File: config.mk
export PLATFORM = sky130hd
export DESIGN_NAME = alu_exec_unit
export DESIGN_NICKNAME = d
export VERILOG_FILES = /design/src/rtl/alu_exec_unit.sv
export SDC_FILE = /design/constraint.sdc
export NUM_CORES = 1
export LEC_CHECK = 0
export CAP_MARGIN = 5
export CORE_AREA = 5 5 181 183
export CTS_BUF_LIST = sky130_fd_sc_hd__clkbuf_16
export DETAILED_ROUTE_END_ITERATION = 10
export DIE_AREA = 0 0 186 188
export GPL_TIMING_DRIVEN = 0
export PLACE_DENSITY_LB_ADDON = 0.05
export SLEW_MARGIN = 40
export SYNTH_ARGS = -nofsm -noshare
export SYNTH_HDL_FRONTEND = slang
export SYNTH_SLANG_ARGS = --single-unit
File: constraint.sdc
create_clock -name clk -period 4.3 [get_ports clk]
set_input_delay 0.86 -clock clk [delete_from_list [all_inputs] [get_ports clk]]
set_output_delay 0.86 -clock clk [all_outputs]
set_load 0.1 [all_outputs]
File: src/rtl/alu_exec_unit.sv
// Execution unit: single-cycle add/sub/and/or/slt plus an iterative
// shift-and-add multiply that keeps the unit busy for WIDTH cycles.
module alu_exec_unit #(
    parameter int WIDTH = 32,
    parameter int CNT_W = $clog2(WIDTH)
) (
    input  logic             clk,
    input  logic             rst_n,
    input  logic             valid_in,
    input  logic [1:0]       ALUOp,
    input  logic [5:0]       Funct,
    input  logic [WIDTH-1:0] SrcA,
    input  logic [WIDTH-1:0] SrcB,
    input  logic             flush,
    output logic             ready_out,
    output logic             busy,
    output logic             valid_out,
    output logic [WIDTH-1:0] result,
    output logic             zero,
    output logic [2:0]       op_out
);

    typedef enum logic {IDLE = 1'b0, MUL_RUN = 1'b1} state_t;

    localparam logic [2:0] OP_AND = 3'b000;
    localparam logic [2:0] OP_OR  = 3'b001;
    localparam logic [2:0] OP_ADD = 3'b010;
    localparam logic [2:0] OP_SUB = 3'b100;
    localparam logic [2:0] OP_MUL = 3'b101;
    localparam logic [2:0] OP_SLT = 3'b110;

    state_t             state_q, state_d;
    logic [WIDTH-1:0]   mcand_q, mcand_d;
    logic [WIDTH-1:0]   mplier_q, mplier_d;
    logic [WIDTH-1:0]   acc_q, acc_d;
    logic [CNT_W-1:0]   cnt_q, cnt_d;
    logic [WIDTH-1:0]   result_q, result_d;
    logic               zero_q, zero_d;
    logic [2:0]         op_q, op_d;
    logic               valid_q, valid_d;

    logic [2:0]         alu_ctrl;
    logic [WIDTH-1:0]   alu_res;
    logic [WIDTH-1:0]   acc_sum;
    logic               accept;
    logic               mul_last;

    always_comb begin
        alu_ctrl = OP_ADD;
        case (ALUOp)
            2'b01:   alu_ctrl = OP_SUB;
            2'b10: begin
                case (Funct)
                    6'b100010: alu_ctrl = OP_SUB;
                    6'b100100: alu_ctrl = OP_AND;
                    6'b100101: alu_ctrl = OP_OR;
                    6'b101010: alu_ctrl = OP_SLT;
                    6'b011100: alu_ctrl = OP_MUL;
                    default:   alu_ctrl = OP_ADD;
                endcase
            end
            default: alu_ctrl = OP_ADD;
        endcase
    end

    always_comb begin
        alu_res = SrcA + SrcB;
        case (alu_ctrl)
            OP_SUB:  alu_res = SrcA - SrcB;
            OP_AND:  alu_res = SrcA & SrcB;
            OP_OR:   alu_res = SrcA | SrcB;
            OP_SLT:  alu_res = {{(WIDTH-1){1'b0}}, ($signed(SrcA) < $signed(SrcB))};
            default: alu_res = SrcA + SrcB;
        endcase
    end

    assign accept   = valid_in && (state_q == IDLE);
    assign mul_last = (cnt_q == CNT_W'(WIDTH-1));
    assign acc_sum  = acc_q + (mplier_q[0] ? mcand_q : '0);

    always_ff @(posedge clk or negedge rst_n) begin
        if (!rst_n) state_q <= IDLE;
        else        state_q <= state_d;
    end

    always_comb begin
        state_d = state_q;
        case (state_q)
            IDLE:    if (accept && alu_ctrl == OP_MUL) state_d = MUL_RUN;
            MUL_RUN: if (flush || mul_last)            state_d = IDLE;
            default: state_d = IDLE;
        endcase
    end

    always_comb begin
        ready_out = (state_q == IDLE);
        busy      = (state_q == MUL_RUN);
    end

    // Datapath next-state; flush wins over a completion landing on the same edge.
    always_comb begin
        mcand_d  = mcand_q;
        mplier_d = mplier_q;
        acc_d    = acc_q;
        cnt_d    = cnt_q;
        result_d = result_q;
        zero_d   = zero_q;
        op_d     = op_q;
        valid_d  = 1'b0;
        if (state_q == IDLE && accept) begin
            if (alu_ctrl == OP_MUL) begin
                mcand_d  = SrcA;
                mplier_d = SrcB;
                acc_d    = '0;
                cnt_d    = '0;
            end else begin
                result_d = alu_res;
                zero_d   = (alu_res == '0);
                op_d     = alu_ctrl;
                valid_d  = 1'b1;
            end
        end else if (state_q == MUL_RUN && !flush) begin
            acc_d    = acc_sum;
            mcand_d  = mcand_q << 1;
            mplier_d = mplier_q >> 1;
            cnt_d    = cnt_q + CNT_W'(1);
            if (mul_last) begin
                result_d = acc_sum;
                zero_d   = (acc_sum == '0);
                op_d     = OP_MUL;
                valid_d  = 1'b1;
            end
        end
    end

    always_ff @(posedge clk or negedge rst_n) begin
        if (!rst_n) begin
            mcand_q  <= '0;
            mplier_q <= '0;
            acc_q    <= '0;
            cnt_q    <= '0;
            result_q <= '0;
            zero_q   <= 1'b1;
            op_q     <= OP_ADD;
            valid_q  <= 1'b0;
        end else begin
            mcand_q  <= mcand_d;
            mplier_q <= mplier_d;
            acc_q    <= acc_d;
            cnt_q    <= cnt_d;
            result_q <= result_d;
            zero_q   <= zero_d;
            op_q     <= op_d;
            valid_q  <= valid_d;
        end
    end

    assign valid_out = valid_q;
    assign result    = result_q;
    assign zero      = zero_q;
    assign op_out    = op_q;

endmodule

==> results.json, run 1 <==
{
  "status": "complete, but fails checks",
  "violations": "setup timing",
  "r2r_end": "zero",
  "fill_cells": 3029,
  "grt_pass1_wl_microns": 84600,
  "cpMaxStageDelayCell": "clkdlybuf4s50_1",
  "core_sq_mm": 0.0311,
  "drive_gt1_share_pct": 14.5,
  "hold_viol": 0,
  "leakagePower_nw": 7.71,
  "viasPerCell": 6.25,
  "rows": 65,
  "worst_slew_pin_slew_ns": 0.969,
  "route.antenna.remaining_nets": 0,
  "path_max_fanout": 10,
  "min_period_ns": 4.40,
  "r2r_start": "mplier_q[0]",
  "die_width_microns": 186,
  "cts_hold_buf": 0,
  "antenna_found_initial": 1,
  "grt_usage_pct": 31.7,
  "drt_iter0_drc": 1325,
  "fin_util_pct": 53.8,
  "finalCritPeriodShare_pct": 102,
  "cts_buffers": 17,
  "synth_area_sq_mm": 0.0137,
  "cap_violations": 0,
  "place_ws_ns": -1.40,
  "syn-num-nets": 1952,
  "seqCellArea_sq_mm": 0.00348,
  "critical_path.max_stage_delay_ns": 0.58,
  "synth_flop_cell": "dfrtp_1",
  "finalNonFillerCells": 2304,
  "worstPathRequired_ns": 4.69,
  "crit_cells": 15,
  "cts.sinks": 139,
  "critPathCapture": "zero",
  "peakVddDrop_uv": 278,
  "grt_pass1_vias": 13900,
  "cp_top_family": "buffers and inverters",
  "clk_latency_ns": 0.46,
  "setup_viol": 1,
  "hold_slack_ns": 0.267,
  "io_buffers": 114,
  "cp.arrival_ns": 4.79,
  "r2r_slack_ns": 0.05,
  "cts_max_path_buffers": 2,
  "async_flop_share_pct": 100,
  "cts_max_level": 4,
  "die_area_sq_mm": 0.0350,
  "end_kind": "register",
  "reg2regPathDepth": 14,
  "cts.clk_slew.worst_paths_ns": 0.08,
  "rsz0062_at_grt": "yes",
  "crit_buf_inv": 5,
  "crit_path_start_kind": "primary input",
  "cts_tree": "yes",
  "ys_seq_elements": 139,
  "power.density_mw_per_mm2": 290,
  "min_path_type": "primary input to async pin",
  "wl_microns": 56700,
  "place_hpwl_microns": 44900,
  "seq_area_frac_synth_pct": 25.4,
  "die_h_microns": 188,
  "wire_per_inst_microns": 24.6,
  "gp_congestion": 0.951,
  "syn_inst": 1742,
  "startpoint": "ALUOp[0]",
  "worstPathCellList": "clkdlybuf4s50_1 > inv_1 > ha_1 > nor2_1 > nand2_1 > o221a_2 > a21oi_4 > buf_2 > clkbuf_4 > o211ai_1 > buf_4 > nor4_4 > nand4_1 > or4_1 > o211ai_2",
  "drv_slew": 0,
  "multi_input_area_sq_mm": 0.0101,
  "synthDistinctLibCells": 97,
  "drcViolationCount": 0,
  "timing.final.ws_setup_ns": -0.0989,
  "fmax_ghz": 0.227,
  "vias": 14400,
  "grt-ovfl-total": 0,
  "crit_type": "primary input to register",
  "dp.cells": 2260,
  "relSlewSlack_pct": 35.2,
  "synth_edf_count": 0,
  "yosysWarnings": 0,
  "cts-root-buf": "clkbuf_16",
  "n_antenna_cell": 0,
  "grt_max_degree": 60,
  "synth.avg_cell_area_sq_um": 7.88,
  "pin_count": 115,
  "initial_core_util_pct": 44.2,
  "syn_to_final_growth_pct": 21.9,
  "finClkSkew_ns": 0.0174,
  "final_net_count": 2099,
  "first_pass_iters": 6
}
## area by class of cell
type | count | share of cell area [%]
buffer | 99 | 2.97
clock buffer | 17 | 2.54
clock inverter | 15 | 1.02
inverter | 107 | 2.40
multi-input combinational | 1395 | 60.6
sequential | 139 | 20.8
tap | 402 | 3.01
timing repair buffer | 130 | 6.65
## sequential cells by signal, summed over array words and instances (netlist names)
register,count
mcand_q,32
valid_out,1
acc_q,32
result,32
cnt_q,5
busy,1
mplier_q,32
zero,1
op_out,3
## logic make-up (layout without fill, tap and decap cells)
| logic type | after synthesis | in the layout | synth area share [%] |
|---|---|---|---|
| compound gates | 615 | 615 | 30.1 |
| mux | 72 | 72 | 5.31 |
| flops | 139 | 139 | 25.4 |
| xor+xnor | 29 | 29 | 1.85 |
| fa+ha+maj | 134 | 134 | 12.4 |
| simple gates | 545 | 545 | 19.1 |
| buf+inv | 208 | 368 | 5.93 |
## where the power goes
part | switching [W] | internal, W
registers | 0.0000466 | 0.00138
logic | 0.00130 | 0.000562
clock network | 0.000773 | 0.000788
total | 0.00212 | 0.00273
## Yosys cell counts, drive strengths merged, types with 11 or more instances
master / n / area, sq um
o22ai: 13 / 81.3
nand4: 20 / 125
nor3: 26 / 135
nor4: 17 / 119
o21ai: 164 / 828
o21bai: 15 / 113
o211ai: 29 / 236
xnor2: 21 / 184
nand3: 21 / 105
nand2: 219 / 822
nor2b: 13 / 81.3
a31oi: 20 / 125
a211o: 14 / 123
and3: 16 / 105
inv: 105 / 394
nand2b: 15 / 93.8
clkbuf: 80 / 300
a21oi: 139 / 699
nor2: 116 / 435
mux2i: 66 / 661
a211oi: 24 / 213
ha: 131 / 1640
dfrtp: 137 / 3430
a221oi: 11 / 114
o221ai: 11 / 96.3
o21a: 22 / 165
buf: 21 / 111
a21o: 35 / 263
and2: 40 / 250
o31ai: 25 / 201
## cells in the final DEF, fill, tap and decap left out, types with 10 or more instances in the layout
cell type	instances
a211o_1	14
a211oi_1	11
a21o_1	35
a21oi_1	126
a21oi_2	10
a31oi_1	16
and2_1	39
and3_1	15
buf_2	46
buf_4	16
clkbuf_1	49
clkbuf_16	17
clkbuf_2	21
clkbuf_4	12
clkdlybuf4s50_1	51
dfrtp_1	137
dlygate4sd2_1	15
ha_1	126
inv_1	105
mux2i_1	66
nand2_1	218
nand2b_1	15
nand3_1	18
nand4_1	20
nor2_1	107
nor2b_1	13
nor3_1	18
o211ai_1	27
o21a_1	22
o21ai_0	148
o21ai_1	10
o21bai_1	14
o221ai_1	11
o31ai_1	18
xnor2_1	21
## metal layers
layer	vias to the layer above	global-route usage (%)	wire, microns
met3	97	5.47	3570
met5	-	0	0
li1	6665	-	-
met2	620	49.1	25800
met1	7016	43.9	25200
met4	0	12.6	2060
## per-stage QoR
step | setup TNS (ns) | power (W) | instance area [sq um]
finish | -0.0989 | 0.00485 | 16700
global route | -0.166 | 0.00503 | 16700
CTS | -0.0640 | 0.00477 | 16400
detailed placement | -59.27 | 0.00313 | 15300
global placement | -657.86 | 0.00315 | 15400
floorplan | 0 | 0.00256 | 13700
## how the worst min path moves through the flow
stage               from  cells past startpoint         to
5_1_grt            rst_n                      1   acc_q[9]
6_report           rst_n                      1   acc_q[9]
2_1_floorplan  acc_q[21]                      2  acc_q[21]
3_5_place_dp   op_out[1]                      2  op_out[1]
4_1_cts            rst_n                      1   acc_q[9]
3_3_place_gp   op_out[1]                      2  op_out[1]
## timing repair
| action | 4_1_cts | 5_1_grt |
|---|---|---|
| pin swaps | 14 | 23 |
| buffers inserted | 8 | 6 |
| resized for setup | 128 | 99 |
| endpoints found under the setup margin | 72 | 52 |
(Power assumes the default switching activity.)
==> run 2: changes to the inputs <==
==> constraint.sdc (replaced) <==
create_clock -name clk -period 4.3 [get_ports clk]
set_input_delay 0.86 -clock clk [delete_from_list [all_inputs] [get_ports clk]]
set_output_delay 0.86 -clock clk [all_outputs]
set_load 0.01 [all_outputs]
==> results.json, run 2 (synthesized netlist as in run 1, its figures left out) <==
{
  "cts_hold_buf": 0,
  "final_net_count": 2106,
  "cts_max_path_buffers": 2,
  "worst_slew_pin_slew_ns": 0.970,
  "cp.arrival_ns": 4.73,
  "n_antenna_cell": 0,
  "drive_gt1_share_pct": 12.5,
  "layout_commonest_cell": "nand2_1",
  "grt_max_degree": 60,
  "timing.final.ws_setup_ns": -0.0352,
  "status": "complete, but fails checks",
  "final_cell_mix": "nand2_1 (219), o21ai_0 (150), dfrtp_1 (137), a21oi_1 (126), ha_1 (126)",
  "grt-ovfl-total": 0,
  "antenna_found_initial": 0,
  "grt_pass1_vias": 14000,
  "initial_core_util_pct": 44.2,
  "io_buffers": 114,
  "grt_pass1_wl_microns": 84900,
  "place_hpwl_microns": 44800,
  "cts-root-buf": "clkbuf_16",
  "die_width_microns": 186,
  "cpMaxStageDelayCell": "clkdlybuf4s50_1",
  "gp_congestion": 0.951,
  "clk_latency_ns": 0.47,
  "min_path_type": "primary input to async pin",
  "worstPathRequired_ns": 4.69,
  "finalCritPeriodShare_pct": 101,
  "place_area_sq_mm": 0.0155,
  "hold_viol": 0,
  "power.density_mw_per_mm2": 276,
  "first_pass_iters": 5,
  "cts_buffers": 17,
  "cap_violations": 0,
  "rsz0062_at_grt": "yes",
  "wl_microns": 56500,
  "fin_area_sq_mm": 0.0170,
  "peakVddDrop_uv": 291,
  "worstPathCellList": "clkdlybuf4s50_1 > inv_1 > ha_1 > inv_1 > o211ai_1 > and3b_1 > nand2_1 > o21ai_1 > o311a_1 > o21ai_1 > or4bb_1 > nand4b_1 > or4_4 > o211ai_2",
  "grt_usage_pct": 31.9,
  "syn_to_final_growth_pct": 23.7,
  "finClkSkew_ns": 0.0173,
  "drt_iter0_drc": 1186,
  "viasPerCell": 6.19,
  "cp_top_family": "simple AND/OR/NAND/NOR gates",
  "drcViolationCount": 0,
  "setup_viol": 1,
  "vias": 14300,
  "crit_buf_inv": 3,
  "rows": 65,
  "pin_count": 115,
  "cts_max_level": 4,
  "violations": "setup timing",
  "cts.sinks": 139,
  "drv_slew": 0,
  "path_max_fanout": 5,
  "die_h_microns": 188,
  "fmax_ghz": 0.231,
  "critical_path.max_stage_delay_ns": 0.66,
  "leakagePower_nw": 7.72,
  "cts_tree": "yes",
  "die_area_sq_mm": 0.0350,
  "min_period_ns": 4.34,
  "route.antenna.remaining_nets": 0,
  "crit_type": "primary input to register",
  "relSlewSlack_pct": 35.1,
  "end_kind": "register",
  "core_sq_mm": 0.0311,
  "cts.clk_slew.worst_paths_ns": 0.07,
  "timing.setup.tns_ns": -0.0352,
  "wire_per_inst_microns": 24.4,
  "crit_path_start_kind": "primary input"
}
## run 2: cell count changes in the layout (fill, tap and decap cells not counted), moves of 3 or more
cell | before | now
nor2_1 | 107 | 111
buf_4 | 16 | 25
clkdlybuf4s50_1 | 51 | 92
bufinv_16 | 0 | 3
clkbuf_4 | 12 | 7
nor2_2 | 6 | 3
buf_2 | 46 | 10
## run 2: path summary, 6_finish.rpt
kind | start | cells past startpoint | endpoint | slack, ns
setup / recovery | SrcA[23] | 14 | zero | -0.04
hold / removal | rst_n | 1 | acc_q[9] | 0.26
setup reg to reg | mplier_q[0] | 14 | zero | 0.07
hold reg to reg | op_out[1] | 2 | op_out[1] | 0.46
max in group asynchronous | rst_n | 2 | zero | 3.39
min in group clk | op_out[1] | 2 | op_out[1] | 0.46
## run 2: per-stage QoR
| step | hold WS (ns) | total power [W] | worst slack, ns | utilization (%) | instances |
|---|---|---|---|---|---|
| after floorplan | 0.445 | 0.00225 | 0.393 | - | 1742 |
| after global placement | 0.450 | 0.00284 | -3.70 | 49.5 | 2258 |
| after detailed placement | 0.451 | 0.00285 | -1.39 | 49.8 | 2260 |
| after CTS | 0.266 | 0.00461 | -0.0622 | 53.4 | 2298 |
| after global routing | 0.282 | 0.00487 | -0.134 | 54.6 | 2311 |
| final | 0.262 | 0.00469 | -0.0352 | 54.6 | 2311 |
## run 2: layout make-up
type	count	area, sq um
inverters	107	402
clock inverters	15	206
plain buffers	99	479
flip-flops and latches	139	3480
clock buffers	17	425
fillers	3001	14100
well taps	402	503
multi-input cells	1395	10100
repair buffers	137	1360
## run 2: per-layer routing
layer | GRT usage (%) | vias to the layer above | part of all wire [%] | routed length, microns
met5 | 0 | - | 0 | 0
met4 | 12.3 | 0 | 3.6 | 2030
met3 | 4.71 | 109 | 6.1 | 3460
met2 | 50.3 | 585 | 46 | 26000
met1 | 43.9 | 6936 | 44 | 25000
li1 | - | 6666 | - | -
## run 2: timing repair
item,in CTS,in global routing
resized for setup,125,86
endpoints found under the hold margin,0,0
setup buffers,8,13
gates cloned,0,0
setup endpoints to repair,57,87
pin swaps,16,22
## run 2: report_power, final
part / internal (W) / switching [W]
Clock: 0.000939 / 0.000729
Combinational: 0.000611 / 0.000983
Sequential: 0.00138 / 0.0000484
